`config.mk`:
```
export PLATFORM = sky130hd
export DESIGN_NAME = riscv_muldiv_unit
export DESIGN_NICKNAME = d
export VERILOG_FILES = /design/src/rtl/riscv_muldiv_unit.sv
export SDC_FILE = /design/constraint.sdc
export NUM_CORES = 2
export LEC_CHECK = 0
export ABC_AREA = 1
export CAP_MARGIN = 10
export CORE_MARGIN = 2
export CORE_UTILIZATION = 40
export CTS_CLUSTER_SIZE = 14
export DETAILED_ROUTE_END_ITERATION = 10
export SLEW_MARGIN = 10
export SYNTH_ARGS = -nofsm -noshare
export SYNTH_HDL_FRONTEND = slang
export SYNTH_SLANG_ARGS = --single-unit
```
`constraint.sdc`:
```
create_clock -name iCLK -period 8.7 [get_ports iCLK]
set_input_delay 1.74 -clock iCLK [delete_from_list [all_inputs] [get_ports iCLK]]
set_output_delay 1.74 -clock iCLK [all_outputs]
set_load 0.02 [all_outputs]
```
`src/rtl/riscv_muldiv_unit.sv`:
```
// rtl/riscv_muldiv_unit.sv - multi-cycle RV32M/RV64M multiply/divide unit
//
// Sits beside the execute-stage ALU. Multiplies take MUL_LAT cycles. Divides use a
// restoring radix-2 loop that produces one quotient bit per cycle. Divide-by-zero and
// signed overflow produce their architectural results one cycle after accept.
//
// Ports:
//   iCLK, iRST            clock (rising edge), asynchronous active-low reset
//   iValid/oReady         request handshake (oReady only in IDLE)
//   iOp, iA, iB           funct3 and raw rs1/rs2 bits, latched on accept
//   iFlush                abort any in-flight op, result discarded
//   oValid/iReady         result handshake, oValid held until iReady
//   oResult, oDivByZero   result and divide-by-zero flag, qualified by oValid
//   oBusy                 unit not in IDLE
`timescale 1ns/1ps

module riscv_muldiv_unit #(
  parameter int XLEN    = 32,
  parameter int MUL_LAT = 2
) (
  input  logic            iCLK,
  input  logic            iRST,
  input  logic            iValid,
  output logic            oReady,
  input  logic [2:0]      iOp,
  input  logic [XLEN-1:0] iA,
  input  logic [XLEN-1:0] iB,
  input  logic            iFlush,
  output logic            oValid,
  input  logic            iReady,
  output logic [XLEN-1:0] oResult,
  output logic            oDivByZero,
  output logic            oBusy
);

  localparam int CW = $clog2(XLEN + MUL_LAT + 1);
  localparam logic [CW-1:0] MUL_LAST = CW'(MUL_LAT - 1);
  localparam logic [CW-1:0] DIV_LAST = CW'(XLEN - 1);
  localparam logic [XLEN-1:0] MIN_INT = {1'b1, {(XLEN-1){1'b0}}};

  typedef enum logic [2:0] {
    IDLE,
    MUL,
    DIV_SETUP,
    DIV_ITER,
    DIV_FIX,
    DONE
  } stateType;

  stateType        state;
  logic [2:0]      opReg;
  logic [XLEN-1:0] aReg;
  logic [XLEN-1:0] bReg;
  logic [CW-1:0]   cnt;
  logic [XLEN-1:0] quo;
  logic [XLEN-1:0] rem;
  logic [XLEN-1:0] divisor;
  logic            negQuo;
  logic            negRem;

  // Operand decode (only meaningful once the op has been latched).
  logic isSignedDiv;
  logic isRem;
  logic aNeg;
  logic bNeg;
  logic divByZero;
  logic overflow;

  assign isSignedDiv = ~opReg[0];
  assign isRem       = opReg[1];
  assign aNeg        = isSignedDiv & aReg[XLEN-1];
  assign bNeg        = isSignedDiv & bReg[XLEN-1];
  assign divByZero   = (bReg == '0);
  assign overflow    = isSignedDiv & (aReg == MIN_INT) & (bReg == '1);

  // Multiplier: operands extended to 2*XLEN per op; the product is held stable for
  // MUL_LAT cycles, so it can be timed as a multicycle path.
  logic                aSigned;
  logic                bSigned;
  logic [2*XLEN-1:0]   aExt;
  logic [2*XLEN-1:0]   bExt;
  logic [2*XLEN-1:0]   product;

  assign aSigned = (opReg[1:0] != 2'b11);
  assign bSigned = ~opReg[1];
  assign aExt    = {{XLEN{aSigned & aReg[XLEN-1]}}, aReg};
  assign bExt    = {{XLEN{bSigned & bReg[XLEN-1]}}, bReg};
  assign product = aExt * bExt;

  // Restoring step: shift next dividend bit into the partial remainder and subtract.
  // The partial remainder is always below the divisor, so one extra bit suffices and
  // the top bit of the difference is the borrow.
  logic [XLEN:0]   remShift;
  logic [XLEN:0]   diff;
  logic            fits;
  logic [XLEN-1:0] quoFixed;
  logic [XLEN-1:0] remFixed;

  assign remShift = {rem, quo[XLEN-1]};
  assign diff     = remShift - {1'b0, divisor};
  assign fits     = ~diff[XLEN];
  assign quoFixed = negQuo ? -quo : quo;
  assign remFixed = negRem ? -rem : rem;

  assign oReady = (state == IDLE);
  assign oBusy  = (state != IDLE);

  always_ff @(posedge iCLK or negedge iRST) begin
    if (!iRST) begin
      state      <= IDLE;
      opReg      <= '0;
      aReg       <= '0;
      bReg       <= '0;
      cnt        <= '0;
      quo        <= '0;
      rem        <= '0;
      divisor    <= '0;
      negQuo     <= 1'b0;
      negRem     <= 1'b0;
      oValid     <= 1'b0;
      oResult    <= '0;
      oDivByZero <= 1'b0;
    end else if (iFlush) begin
      state  <= IDLE;
      oValid <= 1'b0;
    end else begin
      case (state)
        IDLE: begin
          if (iValid) begin
            opReg <= iOp;
            aReg  <= iA;
            bReg  <= iB;
            cnt   <= '0;
            state <= iOp[2] ? DIV_SETUP : MUL;
          end
        end
        MUL: begin
          if (cnt == MUL_LAST) begin
            oResult    <= (opReg[1:0] == 2'b00) ? product[XLEN-1:0] : product[2*XLEN-1:XLEN];
            oDivByZero <= 1'b0;
            oValid     <= 1'b1;
            state      <= DONE;
          end else begin
            cnt <= cnt + 1'b1;
          end
        end
        DIV_SETUP: begin
          if (divByZero) begin
            oResult    <= isRem ? aReg : '1;
            oDivByZero <= 1'b1;
            oValid     <= 1'b1;
            state      <= DONE;
          end else if (overflow) begin
            oResult    <= isRem ? '0 : aReg;
            oDivByZero <= 1'b0;
            oValid     <= 1'b1;
            state      <= DONE;
          end else begin
            quo     <= aNeg ? -aReg : aReg;
            rem     <= '0;
            divisor <= bNeg ? -bReg : bReg;
            negQuo  <= aNeg ^ bNeg;
            negRem  <= aNeg;
            cnt     <= '0;
            state   <= DIV_ITER;
          end
        end
        DIV_ITER: begin
          quo <= {quo[XLEN-2:0], fits};
          rem <= fits ? diff[XLEN-1:0] : remShift[XLEN-1:0];
          if (cnt == DIV_LAST) begin
            state <= DIV_FIX;
          end else begin
            cnt <= cnt + 1'b1;
          end
        end
        DIV_FIX: begin
          oResult    <= isRem ? remFixed : quoFixed;
          oDivByZero <= 1'b0;
          oValid     <= 1'b1;
          state      <= DONE;
        end
        DONE: begin
          if (iReady) begin
            oValid <= 1'b0;
            state  <= IDLE;
          end
        end
        default: state <= IDLE;
      endcase
    end
  end

endmodule

```
Word level (Yosys, flattened, before mapping) --
Cells that the tools add are included.
Word-level totals: output and inout bits 36, logic and storage cells 114, register bits after elaboration 207
Cells by class: multipliers 1, $add $sub $neg 6, bitwise gates (word level) 13, muxes and demuxes 44, eq/ne operators 22, reductions and logical operators 15
Operators with widths (number):
- 2-to-1 mux 32 bit | 16
- negator 32 bit | 4
- case mux 32 bit (2 select lines) | 2
- case mux 32 bit (3 select lines) | 1
- == test 32 bit, second input constant | 2
- multiplier 33 x 33 -> 64 bit | 1
- subtractor 33 x 32 -> 33 bit | 1
- zero test 32 bit | 1
- 2-to-1 mux 6 bit | 5
- case mux 6 bit (4 select lines) | 1
- 2-to-1 mux 3 bit | 7
- AND reduction 4 bit | 5
- case mux 3 bit (6 select lines) | 1
- inequality test 2 bit, second input constant | 7
- inequality test 3 bit, second input constant | 4
- 2-to-1 mux 1 bit | 8
- AND reduction 7 bit | 1
- adder 6 x 1 -> 6 bit, second input constant | 1
- AND 1 bit | 6
- == test 3 x 2 -> 1 bit, second input constant | 2
- == test 3 bit, second input constant | 2
- == test 6 x 1 -> 1 bit, second input constant | 1
- == test 6 x 5 -> 1 bit, second input constant | 1
- NOT 1 bit | 6
- 14 further kinds | 15

Logic depth before layout (Yosys ltp) --
depth in word-level cells 7, depth in mapped cells 37

Least setup slack after synthesis --
Ideal clock, no wire load.
path type register -> register, from reg opReg[1], to reg oResult[27], data required time 8.627 ns, buffers on the path 2, stages on the path, launching flop included 33, data arrival time 7.757 ns, setup time 0.073 ns, clock period less this slack 7.830 ns, setup slack 0.870 ns, path through dfrtp_1 buf_2 nand2_1 nand2_1 clkbuf_1 nor2_1 fa_1 inv_1 fa_1 inv_1 fa_1 inv_1 fa_1 inv_1 fa_1 fa_1 inv_1 fa_1 fa_1 inv_1 ha_1 nand2_1 nor2_1 inv_1 nor3_1 nand2_1 nor3_1 nand2_1 nand3b_1 nand3_1 nand2_1 nand2_1 a21oi_2
Between the ends: cells in the longest elaborated chain, start to end 6, elaborated cells on any way between the ends 14
Ends and longest elaborated chain:
- start, declared | line 51 | logic [2:0] opReg;
- start signal, assigned | line 130 | opReg <= iOp;
- inequality test 2 bit / NOT 1 bit (equally long branches) | line 84, 85
- AND 1 bit, on equally long branches | line 86, 87
- multiplier 33 x 33 -> 64 bit | line 88 | assign product = aExt * bExt;
- 2-to-1 mux 32 bit | line 139 | oResult <= (opReg[1:0] == 2'b00) ? product[XLEN-1:0] : product[2*XLEN-1:XLEN];
- 2-to-1 mux 32 bit | line 138 | if (cnt == MUL_LAST) begin
- case mux 32 bit (3 select lines) (*) | line 127 | case (state)
- end signal, assigned | line 139
- end signal, assigned | line 149 | oResult <= isRem ? aReg : '1;
- end signal, assigned | line 154 | oResult <= isRem ? '0 : aReg;
- end, declared | line 31 | output logic [XLEN-1:0] oResult,
Every way passes the cells marked *; elsewhere a longest branch is shown, timed or not. The select of a mux whose other input is x is not followed. A chain may end at the register's enable or synchronous reset.

Worst setup path after layout --
from reg opReg[1], to reg oResult[17]
The elaborated chain is that of the path after synthesis.

==> reports/results.ini <==
[outcome]
status = finished, final reports clean

[global_routing]
grt_max_degree = 126
grt_pass1_wl_mm = 302
first_global_vias = 50300
use_met2_pct = 47.2
overflow = 0
antenna_found_initial = 3
grt_util_met1_pct = 37.0
use_met3_pct = 2.80
grt_busiest_layer = met2
grtUsageTotal_pct = 27.8

[critical_path]
crit_required_ns = 9.18
crit_fanout = 9
r2r_start = opReg[1]
setup.worst_path.start = opReg[1]
worst_setup_path_end_kind = flop
cp_num_cells = 28
reg2reg_to = oResult[17]
crit_type = reg -> reg
crit_buf_inv = 7
cp_data_arrival_time_ns = 8.89
cpMaxStageDelayCell = fa_1
ff2ff_path_depth = 28
regToRegSetupSlack_ns = 0.30
crit_path_max_incr_delay_ns = 0.63
setup.worst_path.end = oResult[17]
crit_top_cell = fa_1
cpLargestDelayFamily = adder cells
startpoint_type = flop

[routing]
drt_drc_violations_left = 0
viasPerCell = 5.17
vias = 48400
ant_nets = 0
dr.pass1.iters = 6
routed_wl_mm = 193
wl_per_cell_um = 20.6
drtIter0Drc = 4193

[finish]
syn_to_final_growth_pct = 7.71
final_util_pct = 43.3
drive_gt1_share_pct = 4.73
antenna_cells = 0
nFillCells = 14500
instances_no_fill = 9365
nNetsFinal = 8920

[sta]
holdWs_ns = 0.495
hold_viol = 0
fin_worst_skew_ns = 0.0518
worstMarginPinSlew_ns = 1.29
setup_viol = 0
max_freq_mhz = 119
fin_crit_sh_pct = 96.6
fin_setup_tns_ns = 0
min_period_ns = 8.40
slew_viol_final = 0
slew_headroom_pct = 14.2
rsz0062_at_grt = no

[synth]
syn_nets = 8974
synth_area_sq_mm = 0.0560
postSynthCellCount = 7525
yosysWarnings = 0
synth_flop_cell = dfrtp_1
synth-edff-count = 0
async_flop_share_pct = 100
synth_seq_cells = 207
ys_seq_area_share_pct = 9.25
synth_cell_types = 61
syn_area_per_cell_sq_um = 7.44

[cts]
htree_levels = 1
worst_skew_pair.late_latency_ns = 0.62
cts_buffer_depth = 3
cts-buffers-inserted = 25
cts_sinks = 207
clk_pin_slew_ns = 0.07
hold_buffers = 0
cts_tree = done
cts-root-buf = clkbuf_16

[hold_path]
hold_path.class = reg -> reg

[floorplanning]
die_y_um = 378
start_util_pct = 40.2
coreArea_sq_mm = 0.139
num_io_pins = 108
die_w_um = 378
rows = 137
die_area_sq_mm = 0.143

[place]
place_inst = 9318
gp_congestion = 1.00
portBuffers = 107
hpwlAfterDp_mm = 163

[run]
drv_cap = 0

==> routing by layer <==
layer	vias to the layer above	share of wire [%]
li1	21900	-
met1	24400	42
met2	1725	48
met3	330	6.3
met4	2	3.9
met5	-	0.0078
==> layout make-up <==
class / instances / area [sq um] / share of cell area (%)
Timing Repair Buffer: 278 / 2670 / 4.43
Clock inverter: 14 / 133 / 0.220
Tap cell: 1876 / 2350 / 3.89
Multi-Input combinational cell: 5079 / 42200 / 70.0
Clock buffer: 31 / 668 / 1.11
Sequential cell: 207 / 5190 / 8.61
Inverter: 1880 / 7060 / 11.7
==> cell usage in the layout, fill, tap and decap left out, drive strengths merged, types with 2 or more instances in the layout <==
master,instances
dfrtp,207
a21boi,7
xnor2,18
o2111ai,2
o221ai,2
clkinv,16
o21bai,25
and2,2
or2,5
a2bb2oi,2
a22oi,2
nand3,324
clkdlybuf4s50,106
a21o,10
nand3b,8
buf,172
clkbuf,31
clkinvlp,4
fa,1126
mux2,2
o21ai,299
inv,1873
nand2,1962
and3,2
nand4,43
xor2,62
a31oi,6
nor3,43
ha,251
a21oi,289
o31ai,6
nor2,515
o22ai,11
nor4,12
nor3b,2
o211ai,35
o311ai,2
==> how the worst min path moves through the flow <==
stage	cells after the start	start	slack, ns	endpoint
2_1_floorplan	2	divisor[13]	0.45	divisor[13]
3_3_place_gp	2	oResult[3]	0.47	oResult[3]
3_5_place_dp	2	oResult[14]	0.48	oResult[14]
4_1_cts	2	oResult[14]	0.49	oResult[14]
5_1_grt	2	oResult[14]	0.51	oResult[14]
6_report	2	oResult[3]	0.50	oResult[3]
==> per-stage QoR <==
step	cell area, sq um	setup WS, ns
after floorplan	56000	0.870
after global routing	60300	0.0235
after CTS	60300	0.105
after global placement	59500	0.0993
final	60300	0.299
after detailed placement	59500	0.131
==> state kept, by name, summed over array words and instances (netlist names), 2 cells and up <==
signal	cells
rem	32
quo	32
state	3
divisor	32
cnt	6
bReg	32
opReg	2
aReg	32
oResult	32
==> logic make-up after synthesis <==
family	count (synthesis)	synth area share [%]
flip-flops	207	9.25
XOR/XNOR	80	1.25
buffers and inverters	2239	15.4
AO/OA/AOI/OAI	701	7.13
multiplexers	2	0.0402
AND/OR/NAND/NOR	2919	21.1
adder cells (fa/ha/maj)	1377	45.9
==> tightest hold or removal path, stage by stage (launching register included) <==
cell and delay [ns]:
dfrtp_1 0.35, nand2_1 0.06, nand2_1 0.05
==> timing repair <==
action | 4_1_cts | 5_1_grt
resized for setup | 0 | 10
setup buffers | 0 | 2
endpoints found under the setup margin | 0 | 18
==> Yosys cell counts (all sizes together), types with 25 or more instances <==
| cell type | number | share of area (%) |
|---|---|---|
| clkbuf | 167 | 1.1 |
| nand3 | 324 | 3.0 |
| o21bai | 25 | 0.34 |
| nor2 | 515 | 3.6 |
| nand4 | 43 | 0.49 |
| fa | 1126 | 40 |
| a21oi | 289 | 2.7 |
| ha | 251 | 5.6 |
| inv | 1870 | 13 |
| o21ai | 299 | 2.9 |
| nor3 | 43 | 0.43 |
| buf | 192 | 1.7 |
| o211ai | 35 | 0.51 |
| dfrtp | 207 | 9.3 |
| xor2 | 62 | 0.97 |
| nand2 | 1962 | 13 |
Power is left out: the tool's default activity adds up to more than one toggle a clock period on the data nets, which glitch-free logic cannot reach.
